### src/rtl/traffic_light_pkg.sv
// Shared definitions for the traffic-light controller and its receive-side monitor:
// light encodings, phase indices, monitor error codes and default phase durations.
package traffic_light_pkg;

    localparam logic [2:0] GRN = 3'b010;
    localparam logic [2:0] YEL = 3'b001;
    localparam logic [2:0] RED = 3'b100;
    localparam logic [2:0] OFF = 3'b000;

    localparam int DEF_T_G0    = 1024;
    localparam int DEF_T_BLINK = 128;
    localparam int DEF_T_Y     = 512;
    localparam int DEF_T_R     = 1024;

    typedef enum logic [2:0] {
        PH_G0   = 3'd0,
        PH_OFF1 = 3'd1,
        PH_GRN2 = 3'd2,
        PH_OFF3 = 3'd3,
        PH_GRN4 = 3'd4,
        PH_YEL  = 3'd5,
        PH_RED  = 3'd6,
        PH_HUNT = 3'd7
    } phase_e;

    typedef enum logic [1:0] {
        ERR_NONE = 2'd0,
        ERR_ENC  = 2'd1,
        ERR_TIME = 2'd2,
        ERR_SEQ  = 2'd3
    } err_code_e;

    function automatic logic [2:0] phase_light(input phase_e p);
        case (p)
            PH_G0, PH_GRN2, PH_GRN4: phase_light = GRN;
            PH_OFF1, PH_OFF3:        phase_light = OFF;
            PH_YEL:                  phase_light = YEL;
            default:                 phase_light = RED;
        endcase
    endfunction

    function automatic phase_e phase_next(input phase_e p);
        case (p)
            PH_G0:   phase_next = PH_OFF1;
            PH_OFF1: phase_next = PH_GRN2;
            PH_GRN2: phase_next = PH_OFF3;
            PH_OFF3: phase_next = PH_GRN4;
            PH_GRN4: phase_next = PH_YEL;
            PH_YEL:  phase_next = PH_RED;
            PH_RED:  phase_next = PH_G0;
            default: phase_next = PH_HUNT;
        endcase
    endfunction

    function automatic logic enc_legal(input logic [2:0] e);
        enc_legal = (e == GRN) || (e == YEL) || (e == RED) || (e == OFF);
    endfunction

endpackage

### src/rtl/tl_run_counter.sv
// Registers the sampled light encoding, flags a change against the previous sample
// and counts the length of the current run, saturating at all-ones.
module tl_run_counter
    import traffic_light_pkg::*;
#(
    parameter int CW = 12
) (
    input  logic          clk,
    input  logic          rst,
    input  logic [2:0]    enc_i,
    output logic          change_o,
    output logic [2:0]    prev_enc_o,
    output logic [CW-1:0] run_len_o
);

    logic [2:0]    enc_q;
    logic [CW-1:0] run_q;
    logic [CW-1:0] run_d;

    assign change_o   = (enc_i != enc_q);
    assign prev_enc_o = enc_q;
    assign run_len_o  = run_q;

    always_comb begin
        run_d = run_q;
        if (change_o) begin
            run_d = CW'(1);
        end else if (run_q != {CW{1'b1}}) begin
            run_d = run_q + CW'(1);
        end
    end

    // The controller leaves reset showing green, so the first green sample is not a change.
    always_ff @(posedge clk or posedge rst) begin
        if (rst) begin
            enc_q <= GRN;
            run_q <= '0;
        end else begin
            enc_q <= enc_i;
            run_q <= run_d;
        end
    end

endmodule

### src/rtl/traffic_light_monitor.sv
// Receive-side checker that decodes the controller's light stream into a phase and
// flags timing/sequence/encoding violations. Define TL_MON_STATS_EN for err_count.
module traffic_light_monitor
    import traffic_light_pkg::*;
#(
    parameter int T_G0    = DEF_T_G0,
    parameter int T_BLINK = DEF_T_BLINK,
    parameter int T_Y     = DEF_T_Y,
    parameter int T_R     = DEF_T_R,
    parameter int CW      = 12
) (
    input  logic       clk,
    input  logic       rst,
    input  logic       R,
    input  logic       G,
    input  logic       Y,
    input  logic       pass,
    output logic [2:0] phase,
    output logic       locked,
    output logic       cycle_done,
    output logic       restart,
    output logic       err,
    output logic [1:0] err_code,
    output logic [7:0] err_count
);

    logic [2:0]    enc;
    logic          change;
    logic [2:0]    prev_enc;
    logic [CW-1:0] run_len;

    phase_e    phase_q, phase_d, exp_next;
    logic      locked_q, locked_d;
    logic      cycle_done_q, cycle_done_d;
    logic      restart_q, restart_d;
    logic      err_q, err_d;
    err_code_e err_code_q, err_code_d;
    logic      pass_d1_q, pass_d2_q;
    logic      pass_recent;

    assign enc         = {R, G, Y};
    assign pass_recent = pass_d1_q | pass_d2_q;

    tl_run_counter #(.CW(CW)) u_run (
        .clk        (clk),
        .rst        (rst),
        .enc_i      (enc),
        .change_o   (change),
        .prev_enc_o (prev_enc),
        .run_len_o  (run_len)
    );

    function automatic logic [CW-1:0] exp_len(input phase_e p);
        case (p)
            PH_G0:   exp_len = CW'(T_G0);
            PH_YEL:  exp_len = CW'(T_Y);
            PH_RED:  exp_len = CW'(T_R);
            default: exp_len = CW'(T_BLINK);
        endcase
    endfunction

    always_comb begin
        phase_d      = phase_q;
        locked_d     = locked_q;
        cycle_done_d = 1'b0;
        restart_d    = 1'b0;
        err_d        = 1'b0;
        err_code_d   = ERR_NONE;
        exp_next     = phase_next(phase_q);
        if (!enc_legal(enc)) begin
            err_d      = 1'b1;
            err_code_d = ERR_ENC;
            phase_d    = PH_HUNT;
            locked_d   = 1'b0;
        end else if (locked_q) begin
            if (change) begin
                if (enc == phase_light(exp_next) && run_len == exp_len(phase_q)) begin
                    phase_d      = exp_next;
                    cycle_done_d = (phase_q == PH_RED);
                end else if (enc == GRN && phase_q != PH_G0 && pass_recent) begin
                    phase_d   = PH_G0;
                    restart_d = 1'b1;
                end else begin
                    err_d      = 1'b1;
                    err_code_d = (enc != phase_light(exp_next)) ? ERR_SEQ : ERR_TIME;
                    phase_d    = PH_HUNT;
                    locked_d   = 1'b0;
                end
            end else if (run_len >= exp_len(phase_q)) begin
                // This sample makes the run one longer than the phase allows.
                err_d      = 1'b1;
                err_code_d = ERR_TIME;
                phase_d    = PH_HUNT;
                locked_d   = 1'b0;
            end
        end else if (change && enc == GRN &&
                     (prev_enc == RED ||
                      ((prev_enc == YEL || prev_enc == OFF) && pass_recent))) begin
            phase_d  = PH_G0;
            locked_d = 1'b1;
        end
    end

    always_ff @(posedge clk or posedge rst) begin
        if (rst) begin
            phase_q      <= PH_G0;
            locked_q     <= 1'b1;
            cycle_done_q <= 1'b0;
            restart_q    <= 1'b0;
            err_q        <= 1'b0;
            err_code_q   <= ERR_NONE;
            pass_d1_q    <= 1'b0;
            pass_d2_q    <= 1'b0;
        end else begin
            phase_q      <= phase_d;
            locked_q     <= locked_d;
            cycle_done_q <= cycle_done_d;
            restart_q    <= restart_d;
            err_q        <= err_d;
            err_code_q   <= err_code_d;
            pass_d1_q    <= pass;
            pass_d2_q    <= pass_d1_q;
        end
    end

    assign phase      = phase_q;
    assign locked     = locked_q;
    assign cycle_done = cycle_done_q;
    assign restart    = restart_q;
    assign err        = err_q;
    assign err_code   = err_code_q;

`ifdef TL_MON_STATS_EN
    logic [7:0] err_count_q;

    always_ff @(posedge clk or posedge rst) begin
        if (rst) begin
            err_count_q <= 8'd0;
        end else if (err_d && err_count_q != 8'hFF) begin
            err_count_q <= err_count_q + 8'd1;
        end
    end

    assign err_count = err_count_q;
`else
    assign err_count = 8'd0;
`endif

endmodule

### config.mk
export PLATFORM = sky130hd
export DESIGN_NAME = traffic_light_monitor
export DESIGN_NICKNAME = d
export VERILOG_FILES = /design/src/rtl/traffic_light_pkg.sv /design/src/rtl/tl_run_counter.sv /design/src/rtl/traffic_light_monitor.sv
export SDC_FILE = /design/constraint.sdc
export NUM_CORES = 1
export LEC_CHECK = 0
export CAP_MARGIN = 20
export CORE_AREA = 2 2 75 77
export DETAILED_ROUTE_END_ITERATION = 16
export DIE_AREA = 0 0 77 79
export PLACE_DENSITY = 0.51
export SLEW_MARGIN = 30
export SYNTH_ARGS = -nofsm -noshare
export SYNTH_HDL_FRONTEND = slang
export SYNTH_SLANG_ARGS = --single-unit
### constraint.sdc
create_clock -name clk -period 4 [get_ports clk]
set_input_delay 0.4 -clock clk [delete_from_list [all_inputs] [get_ports clk]]
set_output_delay 0.4 -clock clk [all_outputs]
set_load 0.005 [all_outputs]
# == Word level (Yosys, flattened, before mapping) ==
# Cells that the tools add are included.
# op_classes
addsub,1
order_cmp,1
n_eq_ne,23
n_mux,54
bitwise,1
n_reduce_logical,21
# ops
operator,n
$mux 12,8
$mux 3,15
$mux 1,22
$pmux 11 s2,1
$eq 3x3->1 const B,7
$pmux 3 s7,1
$eq 3x2->1 const B,5
$add 12x1->12 const B,1
$eq 12x12->1,1
$eq 3x1->1 const B,4
$ge 12x12->1,1
$logic_not 3->1,4
$mux 2,6
$ne 12x12->1 const B,1
$pmux 3 s3,1
$logic_and 1x1->1,6
$ne 3x3->1,2
$logic_or 1x1->1,5
$ne 4x3->1 const B,1
$reduce_or 2->1,2
$eq 3x3->1,1
$ne 3x2->1 const B,1
$reduce_bool 3->1,1
$reduce_or 3->1,1
other kinds (3),3
# word_totals
register_bits,26
in_bits,6
output_inout_bits,17
elab_cells,111

# == Logic depth before layout (Yosys ltp) ==
# Gate-level depths: netlist of the first run.
# logic_depth
ltp_word,21
mapped_depth,12
depth_no_buf,11

# == Modules after synthesis ==
# From an unflattened synthesis of the first run, not the netlist that was laid out.
# hier_totals
cells_unflattened,165
hier_area_um2,1614.0
# by_module_without_submodules
module,instances,cells_per_inst,area_each_um2,seq_area_each_um2
traffic_light_monitor,1,90,844.6,276.5
tl_run_counter,1,75,769.5,376.6

# == Worst setup path after synthesis of the first run ==
# Ideal clock, no wire load.
# synth_path
path_type,register -> register
from,reg phase_q[2] (netlist: phase[2])
to,reg phase_q[0] (netlist: phase[0])
setup_ns,0.142
t_arrival_ns,2.536
required_time_ns,3.858
path_slack_ns,1.323
stages_incl_launch_ff,11
path_buffers,1
period_less_slack_ns,2.677
cell_sequence,dfrtp_1 -> buf_6 -> nor2b_1 -> or3b_2 -> and2_1 -> ha_1 -> nand4bb_1 -> nor3_2 -> or4b_4 -> a31oi_4 -> o311ai_1
# synth_between
elab_chain_len,14
elab_cells_between_ends,42
classes_between,order compare (1); eq/ne (14); mux (17); reduce/logical (10)
# synth_lines
item,line_no,source
from (decl),traffic_light_monitor.sv:32,"phase_e phase_q, phase_d, exp_next;"
from (signal assigned),traffic_light_monitor.sv:115,phase_q <= phase_d;
"$eq 3x3->1, or another cell as far along","traffic_light_pkg.sv:43, traffic_light_monitor.sv:54",
$pmux 3 s7,traffic_light_pkg.sv:43,case (p)
"$eq 3x2->1, or another cell as far along",traffic_light_pkg.sv:34,case (p)
$reduce_or 3->1 / $reduce_or 2->1 (equally long branches),traffic_light_pkg.sv:34,
$pmux 3 s3,traffic_light_pkg.sv:34,
$mux 3,traffic_light_monitor.sv:76,if (change) begin
$mux 3,traffic_light_monitor.sv:75,end else if (locked_q) begin
$mux 3,traffic_light_monitor.sv:70,if (!enc_legal(enc)) begin
$eq 3x3->1,traffic_light_monitor.sv:77,if (enc == phase_light(exp_next) && run_len == exp_len(phase_q)) begin
$logic_and 1x1->1,traffic_light_monitor.sv:77,
$mux 3,traffic_light_monitor.sv:77,
$mux 3,traffic_light_monitor.sv:76,
$mux 3,traffic_light_monitor.sv:75,
$mux 3,traffic_light_monitor.sv:70,
# Several ways; a longest one is shown, not always the timed one. The select of a mux whose other input is x is not followed.
# A chain may end at the register's enable or synchronous reset.

# == Worst setup path after layout of the first run ==
# Same ends and word-level chain as after synthesis.

==> impl_table.tex, run 1 <==
\begin{tabular}{lr}
\hline
Metric & Value \\
\hline
\multicolumn{2}{l}{\textbf{Global route}} \\
Number of global-route vias before repair & about 1100 \\
Initial antenna violation count & 0 \\
Maximum number of pins on one net before global-route repair & 27 \\
Total global-route track usage & a little over a tenth \\
Global-route wire length before repair & approximately 5300 µm \\
Total grt overflow & 0 \\
\multicolumn{2}{l}{\textbf{Clock network}} \\
Number of buffers inserted by post-CTS setup repair & 0 \\
CTS Buffer Depth & 2 \\
Clock root buffer & sky130\_fd\_sc\_hd\_\_clkbuf\_8 \\
Resized Gates After CTS & 0 \\
TritonCTS clock tree & done \\
Number of buffers inserted by hold repair at cts & 0 \\
Clock latency of the later-clocked register in the worst-skew pair & 270 ps \\
Number of buffers created by CTS & 3 \\
CTS H-Tree Depth & 1 \\
Total clock sinks & 26 \\
Clock slew seen by the registers of the worst setup and hold paths & about 90 ps \\
\multicolumn{2}{l}{\textbf{Place}} \\
DPL Wire Length & 2190 µm \\
Count of buffers inserted at the top-level ports & 14 \\
Cell count after placement & between 200 and 250 \\
Final estimated routing congestion in global placement & roughly 0.75 \\
\multicolumn{2}{l}{\textbf{STA}} \\
Slew at the pin closest to its max-slew limit & between 700 and 800 ps \\
Highest clock rate & 351 MHz \\
Unrepaired setup endpoints after global routing & false \\
Worst slew margin relative to its limit & approximately 53\% \\
Period utilisation layout & a little under three quarters \\
Clock period minus worst slack & around 2900 ps \\
Final number of setup-violating endpoints & 0 \\
Largest clock skew in the final design & slightly below 4 ps \\
Sum of negative setup slack & 0 ps \\
Final hold violation count & 0 \\
Final count of pins violating max slew & 0 \\
\multicolumn{2}{l}{\textbf{Finish}} \\
Signed area change from the synthesized netlist to the final layout & 14.7\% \\
Antenna cells & 0 \\
Final \#Nets & around 180 \\
Ratio of cells with drive above 1 in the final layout & 11.1\% \\
Final Instance Count excl. Fillers & around 240 \\
\multicolumn{2}{l}{\textbf{Setup path}} \\
Crit end category & register \\
Worst setup path start & phase[2]\$\_DFFE\_PP0P\_ \\
Crit-path slowest cell & sky130\_fd\_sc\_hd\_\_dfrtp\_1 \\
Req. time, crit path & a little over 4000 ps \\
Endpoint of the worst setup timing path & phase[0]\$\_DFFE\_PP0P\_ \\
Largest stage delay, worst path & around 520 ps \\
Worst reg-to-reg path cell count & 9 \\
Critical-path cell list & nand2b\_1 > or3b\_2 > and2\_1 > ha\_1 > nand4bb\_1 > nor3\_2 > or4b\_4 > a31oi\_4 > o311ai\_1 \\
Kind of start point of the critical path & register \\
Critical path type & register to register \\
Arrival time reported for the critical path endpoint & about 3000 ps \\
Cell class contributing the biggest share of worst-path delay & simple AND/OR/NAND/NOR gates \\
Register-to-register path setup slack & 1150 ps \\
Reg2reg start & phase[2]\$\_DFFE\_PP0P\_ \\
Count of buffering cells on the critical path with inverters included & 0 \\
CP Max Fanout & 11 \\
Critical R2R Capture & phase[0]\$\_DFFE\_PP0P\_ \\
Number of cells on the critical path & 9 \\
\multicolumn{2}{l}{\textbf{Logic synthesis}} \\
Yosys warns & 0 \\
Mean Syn Cell Area & just under 10 µm² \\
Number of unique standard cell types used by synthesis & between 50 and 60 \\
Post-synthesis sequential area ratio & approximately 42\% \\
Register bit count reported by yosys & 26 \\
Share of async-settable or async-resettable flops after synthesis & between 90\% and 100\% \\
Top FF cell, synth & sky130\_fd\_sc\_hd\_\_dfrtp\_1 \\
Post-synthesis cell area & between 0.0015 and 0.002 mm² \\
Count of mapped cells out of synthesis & around 160 \\
Post-synth EDFFs & 0 \\
\multicolumn{2}{l}{\textbf{Die}} \\
I/O pins & 23 \\
Initial Util & between 20 and 30\% \\
Cell row count & 27 \\
CORE AREA & $\sim$0.0053 mm² \\
Die Y & approximately 79 µm \\
Die width & between 70 and 80 µm \\
Floorplan die area & roughly 0.0061 mm² \\
\multicolumn{2}{l}{\textbf{Drt}} \\
Total wirelength of the detailed-routed design & about 2900 µm \\
Number of vias per cell & approximately 4.7 \\
Number of nets with antenna violations after routing & 0 \\
Drt first pass iters & 4 \\
Residual DRC & 0 \\
First DRT Iteration DRCs & 70 \\
Via count & 1143 \\
Final routed wire length divided by cell count & 11.9 µm \\
\multicolumn{2}{l}{\textbf{Job}} \\
Max cap viols & 0 \\
\multicolumn{2}{l}{\textbf{Min path}} \\
Min-Delay Path Class & register to register \\
\multicolumn{2}{l}{\textbf{Pwr}} \\
Leak & just under 0.7 nW \\
Worst voltage drop across the vdd grid & around 180 µV \\
PwrDens & between 200 and 300 mW/mm² \\
\multicolumn{2}{l}{\textbf{Status}} \\
Outcome & complete, no violations \\
\hline
\end{tabular}
## cell usage in the layout (no fill, tap or decap), types with 2 or more instances in the layout
cell                              count
sky130_fd_sc_hd__nand2_1              9
sky130_fd_sc_hd__nand4_1              4
sky130_fd_sc_hd__dfrtp_1             24
sky130_fd_sc_hd__conb_1               8
sky130_fd_sc_hd__clkdlybuf4s50_1     14
sky130_fd_sc_hd__and2_1               2
sky130_fd_sc_hd__o21ai_0              2
sky130_fd_sc_hd__and3_1               2
sky130_fd_sc_hd__nand3_1              7
sky130_fd_sc_hd__nand4bb_1            2
sky130_fd_sc_hd__xor2_1               2
sky130_fd_sc_hd__nor3_1               8
sky130_fd_sc_hd__nand2b_1             3
sky130_fd_sc_hd__a21oi_1              2
sky130_fd_sc_hd__nor3_2               2
sky130_fd_sc_hd__o21ai_1              2
sky130_fd_sc_hd__dfstp_2              2
sky130_fd_sc_hd__o311ai_1             2
sky130_fd_sc_hd__inv_1                5
sky130_fd_sc_hd__nor2_1              20
sky130_fd_sc_hd__clkbuf_8             4
sky130_fd_sc_hd__xnor2_1             10
sky130_fd_sc_hd__ha_1                 5
sky130_fd_sc_hd__inv_2                2
## layout make-up
cell class / instances / area (µm²)
Clock buffer: 4 / 55.1
Inverter: 7 / 26.3
Sequential cell: 26 / 653
Timing Repair Buffer: 14 / 140
Fill cell: 606 / 3570
Tap cell: 72 / 90.1
Multi-Input combinational cell: 120 / 802
## cells in the mapped netlist (2+ instances only)
master | instances | share of area, %
sky130_fd_sc_hd__a21oi_1 | 2 | 0.65
sky130_fd_sc_hd__and2_1 | 2 | 0.81
sky130_fd_sc_hd__and3_1 | 2 | 0.81
sky130_fd_sc_hd__buf_2 | 2 | 0.65
sky130_fd_sc_hd__buf_4 | 8 | 3.9
sky130_fd_sc_hd__dfrtp_1 | 24 | 39
sky130_fd_sc_hd__dfstp_2 | 2 | 3.4
sky130_fd_sc_hd__ha_1 | 5 | 4.1
sky130_fd_sc_hd__inv_1 | 6 | 1.5
sky130_fd_sc_hd__nand2_1 | 9 | 2.2
sky130_fd_sc_hd__nand2b_1 | 3 | 1.2
sky130_fd_sc_hd__nand3_1 | 7 | 2.3
sky130_fd_sc_hd__nand4_1 | 4 | 1.6
sky130_fd_sc_hd__nand4bb_1 | 2 | 1.5
sky130_fd_sc_hd__nor2_1 | 20 | 4.9
sky130_fd_sc_hd__nor3_1 | 8 | 2.6
sky130_fd_sc_hd__nor3_2 | 2 | 1.3
sky130_fd_sc_hd__o21ai_0 | 2 | 0.65
sky130_fd_sc_hd__o21ai_1 | 2 | 0.65
sky130_fd_sc_hd__o311ai_1 | 2 | 1.1
sky130_fd_sc_hd__xnor2_1 | 10 | 5.7
sky130_fd_sc_hd__xor2_1 | 2 | 1.1
## logic make-up (layout without fill, tap and decap cells)
logic type      count (synthesis)  after routing  share of synthesized area, %
compound gates                 18             18                          10.1
buf+inv                        19             25                          7.23
xor+xnor                       12             12                          6.82
other cells                     1              8                         0.243
flops                          26             26                          42.4
mux                             1              1                         0.650
simple gates                   75             75                          27.9
fa+ha+maj                       6              6                          4.71
## routing by layer
layer / global-route usage, % / part of all wire [%] / up-vias
met5: 0 / 0 / -
met4: 3.21 / 1.2 / 0
met3: 2.50 / 3.3 / 2
met2: 16.9 / 44 / 21
met1: 14.6 / 52 / 558
li1: - / - / 562
## state kept, by name, indices dropped and copies added (netlist names)
signal	cells
pass_d1_q	1
restart	1
u_run.run_len_o	12
err	1
err_code	2
u_run.prev_enc_o	3
pass_d2_q	1
cycle_done	1
phase	3
locked	1
## worst min path at each step
stage	start	endpoint	slack (ps)	depth (start not counted)
final	pass_d1_q$_DFF_PP0_	pass_d2_q$_DFF_PP0_	430	0
after CTS	pass_d1_q$_DFF_PP0_	pass_d2_q$_DFF_PP0_	430	0
after global placement	pass_d1_q$_DFF_PP0_	pass_d2_q$_DFF_PP0_	410	0
after floorplan	pass_d1_q$_DFF_PP0_	pass_d2_q$_DFF_PP0_	380	0
after global routing	pass_d1_q$_DFF_PP0_	pass_d2_q$_DFF_PP0_	440	0
after detailed placement	pass_d1_q$_DFF_PP0_	pass_d2_q$_DFF_PP0_	410	0
## report_power, final
group / switching, mW / total [mW] / internal (mW)
clock network: 0.0797 / 0.168 / 0.0879
logic: 0.0391 / 0.0720 / 0.0330
registers: 0.0116 / 0.283 / 0.272
total: 0.130 / 0.523 / 0.393
## through the flow
stage               hold slack, ps  setup WS [ps]  instance area [µm²]  power (mW)  util (%)
global route                   438            991                 1770       0.548      33.1
finish                         428           1150                 1770       0.523      33.1
global placement               409           1210                 1710       0.362      32.1
detailed placement             406           1170                 1710       0.362      32.1
CTS                            427           1140                 1770       0.533      33.1
floorplan                      376           1320                 1570       0.341         -
Note: power is estimated with default switching activity, not from simulation.
==> inputs of run 2 (changes only) <==
PLACE_DENSITY = 0.53   (was 0.51)
clock period = 2.6 ns   (was 4 ns; I/O delays follow)
==> run 2 against run 1 <==
Against the previous run: register-to-register slack worse by 1100 ps; die area is the same; sequential power rose by 52%; combinational power up 110%; hold slack got worse by 100 ps; clock skew is 2.2 ps higher.
==> impl_table.tex, run 2 (synthesized netlist as in run 1, its figures left out) <==
\begin{tabular}{lr}
\hline
Metric & Value \\
\hline
\multicolumn{2}{l}{\textbf{Status}} \\
Outcome & complete, no violations \\
\multicolumn{2}{l}{\textbf{STA}} \\
Worst Setup Slack, final & 29.2 ps (-1120 ps) \\
Slew at the pin closest to its max-slew limit & 550 ps (-151 ps) \\
Final hold violation count & 0 (unchanged) \\
Worst hold margin & 326 ps (-102 ps) \\
Worst slew margin relative to its limit & 63.3\% (+10 points) \\
Clock period minus worst slack & 2570 ps (-281 ps) \\
Final number of setup-violating endpoints & 0 (unchanged) \\
Period utilisation layout & 98.9\% (+28 points) \\
Largest clock skew in the final design & 6.12 ps (+2.21 ps) \\
Final count of pins violating max slew & 0 (unchanged) \\
Unrepaired setup endpoints after global routing & true \\
Highest clock rate & 389 MHz (+11\%) \\
\multicolumn{2}{l}{\textbf{Clock network}} \\
Number of buffers created by CTS & 3 (unchanged) \\
CTS H-Tree Depth & 1 (unchanged) \\
Clock slew seen by the registers of the worst setup and hold paths & 90 ps (about the same) \\
Total clock sinks & 26 (unchanged) \\
CTS Buffer Depth & 2 (unchanged) \\
TritonCTS clock tree & done \\
Number of buffers inserted by hold repair at cts & 0 (unchanged) \\
Clock latency of the later-clocked register in the worst-skew pair & 270 ps (about the same) \\
Clock root buffer & sky130\_fd\_sc\_hd\_\_clkbuf\_8 \\
\multicolumn{2}{l}{\textbf{Place}} \\
Post-Place Worst Slack & 2.83 ps (-1170 ps) \\
Count of buffers inserted at the top-level ports & 14 (unchanged) \\
Final estimated routing congestion in global placement & 0.765 (+2.5\%) \\
DPL Wire Length & 2270 µm (+4.0\%) \\
\multicolumn{2}{l}{\textbf{Global route}} \\
Global-route wire length before repair & 5380 µm (+2.4\%) \\
Initial antenna violation count & 0 (unchanged) \\
Number of global-route vias before repair & 1132 (+3.3\%) \\
Total grt overflow & 0 (unchanged) \\
Maximum number of pins on one net before global-route repair & 17 (-37\%) \\
Total global-route track usage & 11.1\% (+0.43 points) \\
\multicolumn{2}{l}{\textbf{Drt}} \\
Final routed wire length divided by cell count & 12.4 µm (+4.2\%) \\
Residual DRC & 0 (unchanged) \\
Drt first pass iters & 4 (unchanged) \\
Via count & 1212 (+6.0\%) \\
Number of vias per cell & 4.64 (-1.3\%) \\
Total wirelength of the detailed-routed design & 3250 µm (+12\%) \\
First DRT Iteration DRCs & 58 (-17\%) \\
Number of nets with antenna violations after routing & 0 (unchanged) \\
\multicolumn{2}{l}{\textbf{Die}} \\
Die Y & 79 µm (unchanged) \\
Cell row count & 27 (unchanged) \\
I/O pins & 23 (unchanged) \\
Initial Util & 28.9\% (unchanged) \\
CORE AREA & 0.00534 mm² (unchanged) \\
Floorplan die area & 0.00608 mm² (unchanged) \\
Die width & 77 µm (unchanged) \\
\multicolumn{2}{l}{\textbf{Setup path}} \\
Kind of start point of the critical path & register \\
Arrival time reported for the critical path endpoint & 2710 ps (-280 ps) \\
Register-to-register path setup slack & 30 ps (-1120 ps) \\
Worst setup path start & phase[1]\$\_DFFE\_PP0P\_ \\
Critical R2R Capture & phase[0]\$\_DFFE\_PP0P\_ \\
Critical path type & register to register \\
Endpoint of the worst setup timing path & phase[0]\$\_DFFE\_PP0P\_ \\
Reg2reg start & phase[1]\$\_DFFE\_PP0P\_ \\
CP Max Fanout & 4 (-7) \\
Req. time, crit path & 2740 ps (-1400 ps) \\
Worst reg-to-reg path cell count & 11 (+2) \\
Crit end category & register \\
\multicolumn{2}{l}{\textbf{Finish}} \\
Max FFs per register & 12 (unchanged) \\
Final \#Nets & 201 (+9.8\%) \\
Ratio of cells with drive above 1 in the final layout & 21.7\% (+11 points) \\
Commonest cells after routing, fill and taps aside & 24 x sky130\_fd\_sc\_hd\_\_dfrtp\_1, 20 x sky130\_fd\_sc\_hd\_\_nor2\_1, 18 x sky130\_fd\_sc\_hd\_\_buf\_4 \\
Signed area change from the synthesized netlist to the final layout & 27.7\% \\
Antenna cells & 0 (unchanged) \\
Most frequent standard cell in the layout excluding fill and tap cells & sky130\_fd\_sc\_hd\_\_dfrtp\_1 \\
\multicolumn{2}{l}{\textbf{Pwr}} \\
PwrDens & 417 mW/mm² (+41\%) \\
Leak & 0.783 nW (+14\%) \\
Worst voltage drop across the vdd grid & 189 µV (+3.2\%) \\
\multicolumn{2}{l}{\textbf{Job}} \\
Max cap viols & 0 (unchanged) \\
\multicolumn{2}{l}{\textbf{Min path}} \\
Min-Delay Path Class & input port to asynchronous set/reset pin \\
\hline
\end{tabular}
-- run 2: critical path, stage by stage, from the launching register on --
cell and delay (ps):
sky130_fd_sc_hd__dfrtp_1 450, sky130_fd_sc_hd__nand2b_1 130, sky130_fd_sc_hd__or3b_4 410, sky130_fd_sc_hd__and2_4 160, sky130_fd_sc_hd__ha_4 250, sky130_fd_sc_hd__nand4bb_1 130
sky130_fd_sc_hd__nor3_2 180, sky130_fd_sc_hd__buf_4 150, sky130_fd_sc_hd__o21a_1 150, sky130_fd_sc_hd__o31ai_4 90, sky130_fd_sc_hd__a31oi_4 240, sky130_fd_sc_hd__o311ai_1 120
-- run 2: stage by stage --
stage	area, µm²	power (mW)	utilization, %	TNS [ps]	cells
floorplan	1570	0.525	-	0	165
global placement	1790	0.570	33.5	0	249
detailed placement	1790	0.570	33.5	0	249
CTS	1860	0.819	34.9	0	257
global route	1970	0.870	36.8	-372	261
finish	1970	0.820	36.8	0	261
-- run 2: where the power goes --
group	switching, mW	total [mW]	internal, mW
Clock	0.128	0.238	0.110
Sequential	0.0112	0.430	0.418
Combinational	0.0785	0.152	0.0739
Total	0.218	0.820	0.602
-- run 2: worst min path at each step --
stage                                          to  slack, ps  cells past startpoint
floorplan           u_run.prev_enc_o[1]$_DFF_PP1_        260                      0
global route                  pass_d1_q$_DFF_PP0_        380                      2
CTS                           pass_d1_q$_DFF_PP0_        340                      2
finish                        pass_d1_q$_DFF_PP0_        330                      2
detailed placement            pass_d2_q$_DFF_PP0_        410                      0
global placement              pass_d2_q$_DFF_PP0_        410                      0
-- run 2: cell type report --
class / instances / area [µm²]
clock buffer: 4 / 45.0
multi-input combinational: 120 / 877
tap: 72 / 90.1
timing repair buffer: 32 / 275
inverter: 7 / 26.3
sequential: 26 / 653
fill: 575 / 3370
-- run 2: timing repair --
action / 4_1_cts / 5_1_grt
resized for setup: 0 / 11
pin swaps: 2 / 11
setup buffers: 4 / 4
setup endpoints to repair: 2 / 4
gates cloned: 0 / 0
-- run 2: metal layers --
layer / share of wire, % / GRT usage [%] / vias to the layer above
li1: - / - / 606
met1: 49 / 15.8 / 583
met2: 47 / 17.0 / 21
met3: 2.9 / 1.02 / 2
met4: 1.3 / 5.36 / 0
met5: 0 / 0 / -
==> inputs of run 3 (changes only) <==
HOLD_SLACK_MARGIN = 0.03   (was not set)
==> results of run 3 <==
The final DEF is identical to that of run 2; final timing and power are the same.
